File: config.mk
export PLATFORM = sky130hd
export DESIGN_NAME = i2c_reg_peripheral
export DESIGN_NICKNAME = d
export VERILOG_FILES = /design/src/rtl/i2c_reg_peripheral.sv
export SDC_FILE = /design/constraint.sdc
export NUM_CORES = 1
export LEC_CHECK = 0
export CELL_PAD_IN_SITES_DETAIL_PLACEMENT = 0
export CELL_PAD_IN_SITES_GLOBAL_PLACEMENT = 1
export CORE_MARGIN = 10
export CORE_UTILIZATION = 40
export CTS_CLUSTER_DIAMETER = 30
export DETAILED_ROUTE_END_ITERATION = 8
export PLACE_DENSITY_LB_ADDON = 0.1
export SLEW_MARGIN = 20
export SYNTH_ARGS = -nofsm -noshare
export SYNTH_HDL_FRONTEND = slang
export SYNTH_SLANG_ARGS = --single-unit
File: constraint.sdc
create_clock -name clk -period 6.6 [get_ports clk]
set_clock_uncertainty 0.1 [all_clocks]
set_input_delay 1.32 -clock clk [delete_from_list [all_inputs] [get_ports clk]]
set_output_delay 1.32 -clock clk [all_outputs]
set_load 0.1 [all_outputs]
File: src/rtl/i2c_reg_peripheral.sv
// I2C target clocked from the system clock, with an NUM_REGS x 8-bit register bank and address pointer.
// Define I2C_AUTOINC_EN to advance the pointer after every written byte and every ACKed read byte.
module i2c_reg_peripheral #(
  parameter logic [6:0]  DEV_ADDR = 7'h42,
  parameter int unsigned NUM_REGS = 16,
  parameter int unsigned ADDR_W   = $clog2(NUM_REGS)
) (
  input  logic                  clk,
  input  logic                  rst,
  input  logic                  scl,
  input  logic                  sda_in,
  output logic                  sda_oe,
  input  logic                  host_we,
  input  logic [ADDR_W-1:0]     host_addr,
  input  logic [7:0]            host_wdata,
  output logic [8*NUM_REGS-1:0] regs_flat,
  output logic                  i2c_wr_pulse,
  output logic [ADDR_W-1:0]     i2c_wr_addr,
  output logic                  busy
);

`ifdef I2C_AUTOINC_EN
  localparam bit AUTOINC = 1'b1;
`else
  localparam bit AUTOINC = 1'b0;
`endif

  typedef enum logic [3:0] {
    ST_IDLE,
    ST_DEV_ADDR,
    ST_DEV_ACK,
    ST_REG_ADDR,
    ST_REG_ACK,
    ST_WRITE,
    ST_WRITE_ACK,
    ST_READ,
    ST_READ_ACK
  } state_t;

  state_t            state, state_n;
  logic [3:0]        cnt, cnt_n;
  logic [7:0]        shift, shift_n;
  logic [7:0]        tx, tx_n;
  logic [ADDR_W-1:0] ptr, ptr_n, ptr_wrap, ptr_inc;
  logic              sda_oe_n;
  logic              rw, rw_n;
  logic              mack, mack_n;
  logic              wr_en;
  logic [7:0]        rx_byte;
  logic              reg_ok;
  logic [7:0]        regs [NUM_REGS];

  // Synchronisers idle high so that releasing reset on an idle bus creates no edges
  logic [1:0] scl_sync, sda_sync;
  logic       scl_d, sda_d, scl_s, sda_s;
  logic       scl_rise, scl_fall, start_det, stop_det;

  always_ff @(posedge clk or posedge rst) begin
    if (rst) begin
      scl_sync <= '1;
      sda_sync <= '1;
      scl_d    <= 1'b1;
      sda_d    <= 1'b1;
    end else begin
      scl_sync <= {scl_sync[0], scl};
      sda_sync <= {sda_sync[0], sda_in};
      scl_d    <= scl_sync[1];
      sda_d    <= sda_sync[1];
    end
  end

  assign scl_s     = scl_sync[1];
  assign sda_s     = sda_sync[1];
  assign scl_rise  = scl_s & ~scl_d;
  assign scl_fall  = ~scl_s & scl_d;
  assign start_det = scl_s & scl_d & sda_d & ~sda_s;
  assign stop_det  = scl_s & scl_d & ~sda_d & sda_s;

  assign rx_byte = {shift[6:0], sda_s};
  assign reg_ok  = {1'b0, shift} < 9'(NUM_REGS);
  assign busy    = (state != ST_IDLE) && (state != ST_DEV_ADDR);

  always_comb begin
    ptr_wrap = (ptr == ADDR_W'(NUM_REGS - 1)) ? '0 : ptr + ADDR_W'(1);
    ptr_inc  = AUTOINC ? ptr_wrap : ptr;
  end

  always_ff @(posedge clk or posedge rst) begin
    if (rst) begin
      state  <= ST_IDLE;
      cnt    <= '0;
      shift  <= '0;
      tx     <= '0;
      ptr    <= '0;
      sda_oe <= 1'b0;
      rw     <= 1'b0;
      mack   <= 1'b0;
    end else begin
      state  <= state_n;
      cnt    <= cnt_n;
      shift  <= shift_n;
      tx     <= tx_n;
      ptr    <= ptr_n;
      sda_oe <= sda_oe_n;
      rw     <= rw_n;
      mack   <= mack_n;
    end
  end

  // cnt counts sampled SCL rises in a byte; the fall after the 8th rise closes the byte
  always_comb begin
    state_n  = state;
    cnt_n    = cnt;
    shift_n  = shift;
    tx_n     = tx;
    ptr_n    = ptr;
    sda_oe_n = sda_oe;
    rw_n     = rw;
    mack_n   = mack;
    wr_en    = 1'b0;

    unique case (state)
      ST_IDLE: begin
      end

      ST_DEV_ADDR, ST_REG_ADDR, ST_WRITE: begin
        if (scl_rise && cnt != 4'd8) begin
          shift_n = rx_byte;
          cnt_n   = cnt + 4'd1;
          if (state == ST_WRITE && cnt == 4'd7) begin
            wr_en = 1'b1;
            ptr_n = ptr_inc;
          end
        end else if (scl_fall && cnt == 4'd8) begin
          cnt_n = '0;
          if (state == ST_DEV_ADDR) begin
            if (shift[7:1] == DEV_ADDR) begin
              rw_n     = shift[0];
              state_n  = ST_DEV_ACK;
              sda_oe_n = 1'b1;
            end else begin
              state_n = ST_IDLE;
            end
          end else if (state == ST_REG_ADDR) begin
            if (reg_ok) begin
              ptr_n    = shift[ADDR_W-1:0];
              state_n  = ST_REG_ACK;
              sda_oe_n = 1'b1;
            end else begin
              state_n = ST_IDLE;
            end
          end else begin
            state_n  = ST_WRITE_ACK;
            sda_oe_n = 1'b1;
          end
        end
      end

      ST_DEV_ACK: begin
        if (scl_fall) begin
          cnt_n = '0;
          if (rw) begin
            state_n  = ST_READ;
            tx_n     = regs[ptr];
            sda_oe_n = ~regs[ptr][7];
          end else begin
            state_n  = ST_REG_ADDR;
            sda_oe_n = 1'b0;
          end
        end
      end

      ST_REG_ACK, ST_WRITE_ACK: begin
        if (scl_fall) begin
          cnt_n    = '0;
          state_n  = ST_WRITE;
          sda_oe_n = 1'b0;
        end
      end

      ST_READ: begin
        if (scl_rise && cnt != 4'd8) begin
          cnt_n = cnt + 4'd1;
        end else if (scl_fall && cnt != 4'd0) begin
          if (cnt == 4'd8) begin
            cnt_n    = '0;
            state_n  = ST_READ_ACK;
            sda_oe_n = 1'b0;
          end else begin
            tx_n     = {tx[6:0], 1'b0};
            sda_oe_n = ~tx[6];
          end
        end
      end

      ST_READ_ACK: begin
        if (scl_rise) begin
          mack_n = ~sda_s;
        end else if (scl_fall) begin
          cnt_n = '0;
          if (mack) begin
            ptr_n    = ptr_inc;
            tx_n     = regs[ptr_inc];
            sda_oe_n = ~regs[ptr_inc][7];
            state_n  = ST_READ;
          end else begin
            state_n  = ST_IDLE;
            sda_oe_n = 1'b0;
          end
        end
      end

      default: state_n = ST_IDLE;
    endcase

    if (start_det) begin
      state_n  = ST_DEV_ADDR;
      cnt_n    = '0;
      sda_oe_n = 1'b0;
      wr_en    = 1'b0;
      ptr_n    = ptr;
    end else if (stop_det) begin
      state_n  = ST_IDLE;
      cnt_n    = '0;
      sda_oe_n = 1'b0;
      wr_en    = 1'b0;
      ptr_n    = ptr;
    end
  end

  // I2C write is issued after the host write so it wins on an address collision
  always_ff @(posedge clk or posedge rst) begin
    if (rst) begin
      for (int unsigned i = 0; i < NUM_REGS; i++) regs[i] <= '0;
    end else begin
      if (host_we) regs[host_addr] <= host_wdata;
      if (wr_en)   regs[ptr]       <= rx_byte;
    end
  end

  always_ff @(posedge clk or posedge rst) begin
    if (rst) begin
      i2c_wr_pulse <= 1'b0;
      i2c_wr_addr  <= '0;
    end else begin
      i2c_wr_pulse <= wr_en;
      if (wr_en) i2c_wr_addr <= ptr;
    end
  end

  always_comb begin
    regs_flat = '0;
    for (int unsigned i = 0; i < NUM_REGS; i++) regs_flat[8*i +: 8] = regs[i];
  end

endmodule

==> metrics.txt <==
main area contributors after synthesis dfrtp_1, mux2i_1, a21oi_1; Period minus WS final 3860 ps; Core ar. 22500 um^2; area grow syn2layout 24.1%; routed vias/inst 5.67; GRT Overall Usage 0.220; synthesized area 9060 um^2; Buffers on Ports 151; Pint 0.00228 W; Hold Buf Count CTS 0; Setup Viol. Count Final 0; Worst EP arrival ~2400 ps; Detail Route Antenna Nets 0; crit end category primary output; Die Footprint 29100 um^2; WL/cell 24.7 um; gpl congestion 0.807; CP required 5180 ps; largest net degree at the start of global routing 65; Max Freq 259 MHz; Max-Cap Viols 0; 1st-iter DRT viols 768; Placement Rows 55; # fillers 2072; Sw Ratio 0.510; Post-CTS Resized 0; worst rel slew slack 0.250; Clock Power Share 0.209; wl on met1 between 10000 and 15000 um; Post-synth EDFFs 0; Clk Latency, worst-skew pair 430 ps; Final HPWL DP 21600 um; Cell variety after synth 56; Hold Path Class flip-flop to flip-flop; fin util 0.500; Setup crit start kind flip-flop; Post-synth ARST share 1.00; combinational power share 0.471; Vias 7219; met3 wire len 1860 um; vias in the first global route around 7300; flops & latches, synth 169; clock buffer depth 2; TNS Setup 0 ps; Final period util 0.585; status finished clean; drt pass-1 iters 5; io pins about 150; Clk pin slew, worst setup/hold paths 70 ps; Cells after Synth approximately 870; RSZ-0062 raised after global routing false; final hold violations 0; Top Metal Used met4; total CTS buffers 17; Peak VDD IR around 0.25 mV; # diodes 0; Primary FF master, synth dfrtp_1; gr ovfl total 0; Worst-Margin Slew 1130 ps; final slew viol count 0; area leader, netlist dfrtp_1; met2 WL post-DR 15500 um; Total Wirelength ~31000 um; width of the die 171 um; chip height 171 um; CTS tree yes; Mapped Nets 892; Post-route DRC 0; Sink Count approximately 170; Leakage approximately 4.8 nW; Setup WS post-layout about 2700 ps; power density cells about 410 nW/um^2; Worst Path Max Fanout 19; layout cells sized above 1 0.104; pre-CTS setup slack roughly 3000 ps; number of synthesis warnings 0; flop2flop setup slack 3470 ps; Yosys top cell area share 0.450; mean post-synth cell area approximately 10 um^2; clock root buffer clkbuf_16; post-CTS setup buffer count 0; sequential area share after synthesis 0.467; part of the power in registers 0.319; Starting Density 0.403; global-route wire length before repair 47900 um; H-tree depth 4; nets@finish 996; Psw around 0.0024 W; antenna violations before repair 0; Crit Path Category flip-flop to primary output
## worst max-delay path, stage by stage, from the launching register on
cell and delay, ps:
dfrtp_1 710, nor3_1 110, inv_1 70, clkdlybuf4s50_1 1120
## cells in the mapped netlist, types with 2 or more instances
cell type  number
nand4b_1        2
inv_1           5
a22oi_1        12
nand2b_1        6
a211oi_1        3
nor2_1        152
and3b_1         3
dfstp_2         6
xor2_1          2
nor2b_1         7
mux2i_1       136
buf_2          18
o21ai_0         8
and3_1          2
nand2_1        30
mux2_2         17
or3_1           7
clkbuf_1       38
ha_1            2
a21oi_1       151
o31ai_1         4
dfrtp_1       163
nor3_1          6
a31oi_1         2
buf_1          14
o21a_1          3
nor4_1          2
nor3b_1         3
nand3_1         8
nand3b_1        5
mux4_2         31
## through the flow
step           hold slack, ps  cell area [um^2]  total power (W)  std cells
2_1_floorplan             245              9060          0.00309        873
3_3_place_gp              247             10700          0.00370       1243
3_5_place_dp              247             10700          0.00371       1243
4_1_cts                   257             11200          0.00470       1274
5_1_grt                   264             11200          0.00483       1274
6_report                  256             11200          0.00466       1274
## cell usage in the layout (no fill, tap or decap), types with 4 or more instances in the layout
master / count
dfrtp_1: 161
nor2_1: 152
clkdlybuf4s50_1: 151
a21oi_1: 150
mux2i_1: 136
mux4_2: 31
nand2_1: 30
mux2_2: 17
clkbuf_16: 17
a22oi_1: 12
nand3_1: 8
o21ai_0: 8
nor2b_1: 7
or3_1: 7
nand2b_1: 6
nor3_1: 6
dfstp_2: 6
nand3b_1: 5
clkinv_4: 5
buf_4: 5
inv_1: 4
o31ai_1: 4
## power groups by stage
stage          Sequential (W)  Combinational (W)  Clock [W]
6_report              0.00149            0.00220   0.000976
5_1_grt               0.00151            0.00227    0.00104
4_1_cts               0.00149            0.00221   0.000999
3_5_place_dp          0.00150            0.00221          0
3_3_place_gp          0.00151            0.00220          0
2_1_floorplan         0.00272           0.000369          0
## worst paths after layout
kind                                        from                          to  depth (start not counted)
max reg2reg                 state[0]$_DFFE_PP0P_     regs_flat[67]$_DFF_PP0_                          6
max in group asynchronous                    rst     regs_flat[81]$_DFF_PP0_                          3
min in group asynchronous                    rst  i2c_wr_addr[1]$_DFFE_PP0P_                          2
min                        sda_sync[0]$_DFF_PP1_       sda_sync[1]$_DFF_PP1_                          0
min reg2reg                sda_sync[0]$_DFF_PP1_       sda_sync[1]$_DFF_PP1_                          0
max                         state[3]$_DFFE_PP0P_                        busy                          3
## cells by family after synthesis
kind of cell	synth area share
simple gates	0.125
xor+xnor	0.00193
fa+ha+maj	0.00276
mux	0.248
buf+inv	0.0348
flops	0.467
compound gates	0.120
## final cells by class
cell class / count / area (um^2) / area share
Multi-Input combinational cell: 628 / 4520 / 0.402
Sequential cell: 169 / 4240 / 0.377
Clock inverter: 13 / 124 / 0.0110
Inverter: 5 / 23.8 / 0.00211
Timing Repair Buffer: 156 / 1550 / 0.138
Clock buffer: 18 / 439 / 0.0390
Tap cell: 285 / 357 / 0.0317
## registers in the layout (all words and copies together), names as in the netlist
signal        cells
sda_d             1
scl_d             1
state             4
sda_sync          2
shift             8
regs_flat       128
i2c_wr_pulse      1
rw                1
i2c_wr_addr       4
scl_sync          2
cnt               4
ptr               4
sda_oe            1
mack              1
tx                7
## layer usage
metal,track usage,vias up
met5,0,-
met4,0.0515,0
met3,0.0532,27
met2,0.356,227
met1,0.290,3639
li1,-,3326
Note: power is estimated with default switching activity, not from simulation.
